File: src/rtl/status_pkg.sv
// Shared constants and FSM state type for the nested status register controller.
package status_pkg;
    localparam int STATUS_W     = 32;
    localparam int STATUS_FIELD = 4;
    localparam int STATUS_DEPTH = STATUS_W / STATUS_FIELD;
    localparam int IE_BIT       = 0;
    localparam int UM_BIT       = 1;

    typedef enum logic [1:0] {
        ST_IDLE,
        ST_PUSH,
        ST_POP,
        ST_WRITE
    } state_t;
endpackage

File: src/rtl/status_field_shifter.sv
// Zero-filled whole-field shifts of the status stack: left for push, right for pop.
module status_field_shifter #(
    parameter int WIDTH = 32,
    parameter int FIELD = 4
) (
    input  logic [WIDTH-1:0] din,
    output logic [WIDTH-1:0] shl,
    output logic [WIDTH-1:0] shr
);
    assign shl = {din[WIDTH-FIELD-1:0], {FIELD{1'b0}}};
    assign shr = {{FIELD{1'b0}}, din[WIDTH-1:FIELD]};
endmodule

File: src/rtl/status_stack_ctrl.sv
// Nested status register: arbitrates push / write / pop requests and applies them one per op.
// state    | meaning
// IDLE     | sample requests, grant exc > wr > eret
// PUSH     | shift status left one field, depth+1 (saturating), exc_ack high
// POP      | shift status right one field if depth>0 else flag underflow, eret_ack high
// WRITE    | load wr_data into status, wr_ack high
module status_stack_ctrl
    import status_pkg::*;
#(
    parameter int             WIDTH        = STATUS_W,
    parameter int             FIELD        = STATUS_FIELD,
    parameter int             DEPTH        = WIDTH / FIELD,
    parameter logic [WIDTH-1:0] RESET_STATUS = '0
) (
    input  logic             clk,
    input  logic             rst,
    input  logic             exc_req,
    output logic             exc_ack,
    input  logic             eret_req,
    output logic             eret_ack,
    input  logic             wr_req,
    input  logic [WIDTH-1:0] wr_data,
    output logic             wr_ack,
    input  logic             clr_flags,
    output logic [WIDTH-1:0] status,
    output logic             int_en,
    output logic             user_mode,
    output logic [3:0]       depth,
    output logic             ovf,
    output logic             unf
);
    localparam logic [3:0] DEPTH_MAX = 4'(DEPTH);

    state_t           state_q, state_d;
    logic [WIDTH-1:0] status_q, status_d;
    logic [3:0]       depth_q, depth_d;
    logic             ovf_q, ovf_d, unf_q, unf_d;
    logic             exc_ack_q, exc_ack_d;
    logic             eret_ack_q, eret_ack_d;
    logic             wr_ack_q, wr_ack_d;
    logic             ovf_set, unf_set;
    logic [WIDTH-1:0] status_shl, status_shr;

    status_field_shifter #(
        .WIDTH (WIDTH),
        .FIELD (FIELD)
    ) u_shifter (
        .din (status_q),
        .shl (status_shl),
        .shr (status_shr)
    );

    // Acks are registered at grant time so they coincide with the op cycle.
    always_comb begin
        state_d    = state_q;
        status_d   = status_q;
        depth_d    = depth_q;
        exc_ack_d  = 1'b0;
        eret_ack_d = 1'b0;
        wr_ack_d   = 1'b0;
        ovf_set    = 1'b0;
        unf_set    = 1'b0;
        case (state_q)
            ST_IDLE: begin
                if (exc_req) begin
                    state_d   = ST_PUSH;
                    exc_ack_d = 1'b1;
                end else if (wr_req) begin
                    state_d  = ST_WRITE;
                    wr_ack_d = 1'b1;
                end else if (eret_req) begin
                    state_d    = ST_POP;
                    eret_ack_d = 1'b1;
                end
            end
            ST_PUSH: begin
                state_d  = ST_IDLE;
                status_d = status_shl;
                if (depth_q == DEPTH_MAX) begin
                    ovf_set = 1'b1;
                end else begin
                    depth_d = depth_q + 4'd1;
                end
            end
            ST_POP: begin
                state_d = ST_IDLE;
                if (depth_q != 4'd0) begin
                    status_d = status_shr;
                    depth_d  = depth_q - 4'd1;
                end else begin
                    unf_set = 1'b1;
                end
            end
            ST_WRITE: begin
                state_d  = ST_IDLE;
                status_d = wr_data;
            end
            default: state_d = ST_IDLE;
        endcase
        // A setting event in the same cycle beats clr_flags.
        ovf_d = ovf_set | (ovf_q & ~clr_flags);
        unf_d = unf_set | (unf_q & ~clr_flags);
    end

    always_ff @(posedge clk) begin
        if (rst) begin
            state_q    <= ST_IDLE;
            status_q   <= RESET_STATUS;
            depth_q    <= 4'd0;
            ovf_q      <= 1'b0;
            unf_q      <= 1'b0;
            exc_ack_q  <= 1'b0;
            eret_ack_q <= 1'b0;
            wr_ack_q   <= 1'b0;
        end else begin
            state_q    <= state_d;
            status_q   <= status_d;
            depth_q    <= depth_d;
            ovf_q      <= ovf_d;
            unf_q      <= unf_d;
            exc_ack_q  <= exc_ack_d;
            eret_ack_q <= eret_ack_d;
            wr_ack_q   <= wr_ack_d;
        end
    end

    assign status    = status_q;
    assign depth     = depth_q;
    assign ovf       = ovf_q;
    assign unf       = unf_q;
    assign exc_ack   = exc_ack_q;
    assign eret_ack  = eret_ack_q;
    assign wr_ack    = wr_ack_q;
    assign int_en    = status_q[IE_BIT];
    assign user_mode = status_q[UM_BIT];
endmodule

File: config.mk
export PLATFORM = sky130hd
export DESIGN_NAME = status_stack_ctrl
export DESIGN_NICKNAME = d
export VERILOG_FILES = /design/src/rtl/status_pkg.sv /design/src/rtl/status_field_shifter.sv /design/src/rtl/status_stack_ctrl.sv
export SDC_FILE = /design/constraint.sdc
export NUM_CORES = 1
export LEC_CHECK = 0
export ABC_AREA = 1
export ABC_CLOCK_PERIOD_IN_PS = 2200
export CAP_MARGIN = 20
export CORE_MARGIN = 2
export CORE_UTILIZATION = 33
export CTS_CLUSTER_SIZE = 8
export DETAILED_ROUTE_END_ITERATION = 16
export MAX_ROUTING_LAYER = met4
export PLACE_DENSITY = 0.73
export SETUP_SLACK_MARGIN = 0.05
export SLEW_MARGIN = 15
export SYNTH_ARGS = -nofsm -noshare
export SYNTH_HDL_FRONTEND = slang
export SYNTH_SLANG_ARGS = --single-unit
File: constraint.sdc
create_clock -name clk -period 2.2 [get_ports clk]
set_input_delay 0.22 -clock clk [delete_from_list [all_inputs] [get_ports clk]]
set_output_delay 0.22 -clock clk [all_outputs]
set_load 0.005 [all_outputs]
==> flow_metrics.tcl <==
set metrics [dict create \
    critPathMaxStageDelay_ns 0.35 \
    overflow 0 \
    synth-xor-area-share 0.00389 \
    wire_per_inst_um 13.0 \
    grt_max_degree 57 \
    critPathKind "flop to flop" \
    cts_root_buf "clkbuf_8" \
    crit_top_cell "nand2_1" \
    grt.total_usage 0.168 \
    finalWorstSetupSlack_ns 0.526 \
    cts_setup_buffers 0 \
    relSlewSlack 0.663 \
    die-width_um 86.6 \
    ant_nets 0 \
    peakVddDrop_uv 365 \
    core_mm2 0.00668 \
    drt-initial-drc-count 141 \
    crit_path_end_kind "flop" \
    area_delta_synth_final_pct 39.2 \
    yosysWarningCount 0 \
    yosysUniqueCellTypes 24 \
    synth-adder-area-share 0.00556 \
    synthCells 308 \
    ctsHoldBuffers 0 \
    critPathSlowestCell "dfxtp_1" \
    fin_skew_ns 0.00617 \
    diodes 0 \
    numCtsBuffers 5 \
    worstMarginPinSlew_ns 0.505 \
    clk_latency_ns 0.29 \
    final_cell_mix "clkdlybuf4s50_1, nand2_1, dfxtp_1, inv_1, a21oi_1" \
    worst-path-buf-inv 3 \
    period_minus_slack_ns 1.67 \
    grt_pass1_wl_um 9830 \
    ctsResizeCount 0 \
    grt_pass1_vias 2185 \
    ys_ff_latch 43 \
    required_ns 2.42 \
    ioPinCount 81 \
    cts_tree "built" \
    rsz0062_at_grt "false" \
    antenna_found_initial 0 \
    mostFrequentLayoutCell "clkdlybuf4s50_1" \
    synth_top_family_by_area "compound AO/OA/AOI/OAI gates" \
    synth-simple-area-share 0.166 \
    initial_utilization 0.337 \
    io_buffers 80 \
    cts.clk_slew.worst_paths_ns 0.08 \
    routed_wl_um 5940 \
    viasPerCell 4.99 \
    power_density_mw_per_mm2 649 \
    drive_gt1_frac 0.0637 \
    finalSetupTns_ns 0 \
    remaining_drc_errors 0 \
    synth_compound_area_frac 0.298 \
    cp_data_arrival_time_ns 1.89 \
    yosysTopAreaCellShare 0.383 \
    placementRows 30 \
    hold_viol 0 \
    gp_congestion 0.834 \
    synthMuxAreaShare 0 \
    cpLargestDelayFamily "buffers and inverters" \
    hpwl_um 4390 \
    clock_sinks 43 \
    die_h_um 86.6 \
    slew_viol_final 0 \
    final_util 0.469 \
    hold_class "flop to flop" \
    crit_chain "buf_4, nand2_1, buf_4, nand2_1, nand3_2, inv_2, nand2_1, a21oi_1" \
    critPathMaxFanout 34 \
    h-tree-depth 2 \
    syn_area_per_cell_um2 7.30 \
    ff2ff_setup_slack_ns 0.53 \
    fin_crit_sh 0.761 \
    num_vias 2281 \
    synth_area_mm2 0.00225 \
    status "complete, no violations" \
    syn_nets 347 \
    dp_slack_ns 0.556 \
    fin_nets 415 \
    dr.pass1.iters 4 \
    ys_seq_area_frac 0.383 \
    worst_setup_path_start_kind "flop" \
    clock_path_buffers 2 \
    maxCapViolCount 0 \
    yosys.area.top_type "dfxtp_1" \
    setup_viol 0 \
    die_area_mm2 0.00749 \
    leakagePower_nw 1.18 \
    yosys-top-cells-area "dfxtp_1, nand2_1, a21oi_1" \
    fmax_ghz 0.597 \
]
==> worst paths after layout <==
check | startpoint | to | cells after the start
min | unf | unf | 2
max reg2reg | state_q[1] | depth[2] | 8
min reg2reg | unf | unf | 2
max | state_q[1] | depth[2] | 8
==> state kept, by name, summed over array words and instances, names as in the netlist <==
register / count
depth: 4
state_q: 2
eret_ack: 1
exc_ack: 1
ovf: 1
wr_ack: 1
unf: 1
status: 32
==> cell usage after synthesis (all sizes together) <==
master and instances:
a21oi 40, buf 19, clkbuf 4, dfxtp 43
ha 1, inv 46, nand2 65, nand3 8
nor2 16, nor3 1, o211ai 4, o21a 20
o21ai 20, o221ai 20, xnor2 1
==> layout make-up <==
| class | instances | area (um^2) |
|---|---|---|
| clock inverters | 2 | 12.5 |
| multi-input cells | 196 | 1070 |
| flip-flops and latches | 43 | 861 |
| inverters | 46 | 173 |
| clock buffers | 6 | 72.6 |
| fillers | 676 | 3550 |
| well taps | 80 | 100 |
| repair buffers | 84 | 843 |
==> worst reg2reg max path, stage by stage, from the launching register on <==
cell and delay (ns):
dfxtp_1 0.35, buf_4 0.33, nand2_1 0.14, buf_4 0.24
nand2_1 0.11, nand3_2 0.13, inv_2 0.12, nand2_1 0.06
a21oi_1 0.13
==> report_power, final <==
group | internal (mW) | leakage, nW | switching (mW) | total [mW]
Combinational | 0.332 | 0.785 | 0.283 | 0.614
Sequential | 0.862 | 0.354 | 0.0621 | 0.924
Clock | 0.222 | 0.0412 | 0.271 | 0.493
==> stage by stage <==
stage / area, um^2 / power (mW) / instances / hold WS (ns)
floorplan: 2250 / 1.27 / 308 / 0.298
global placement: 3050 / 1.55 / 449 / 0.455
detailed placement: 3050 / 1.56 / 449 / 0.461
CTS: 3130 / 2.05 / 457 / 0.473
global route: 3130 / 2.16 / 457 / 0.499
finish: 3130 / 2.03 / 457 / 0.468
==> layer usage <==
| metal | global-route usage | vias up | share of wire |
|---|---|---|---|
| met5 | - | - | 0 |
| met3 | 0.0295 | 6 | 0.043 |
| met2 | 0.286 | 64 | 0.51 |
| met4 | 0.0412 | 0 | 0.010 |
| li1 | - | 1161 | - |
| met1 | 0.206 | 1050 | 0.43 |
==> logic make-up (layout without fill, tap and decap cells) <==
logic type / after synthesis / after routing
compound gates: 104 / 104
flops: 43 / 43
simple gates: 90 / 90
buf+inv: 69 / 138
fa+ha+maj: 1 / 1
xor+xnor: 1 / 1
No activity file was read; power rests on OpenSTA's default activity.
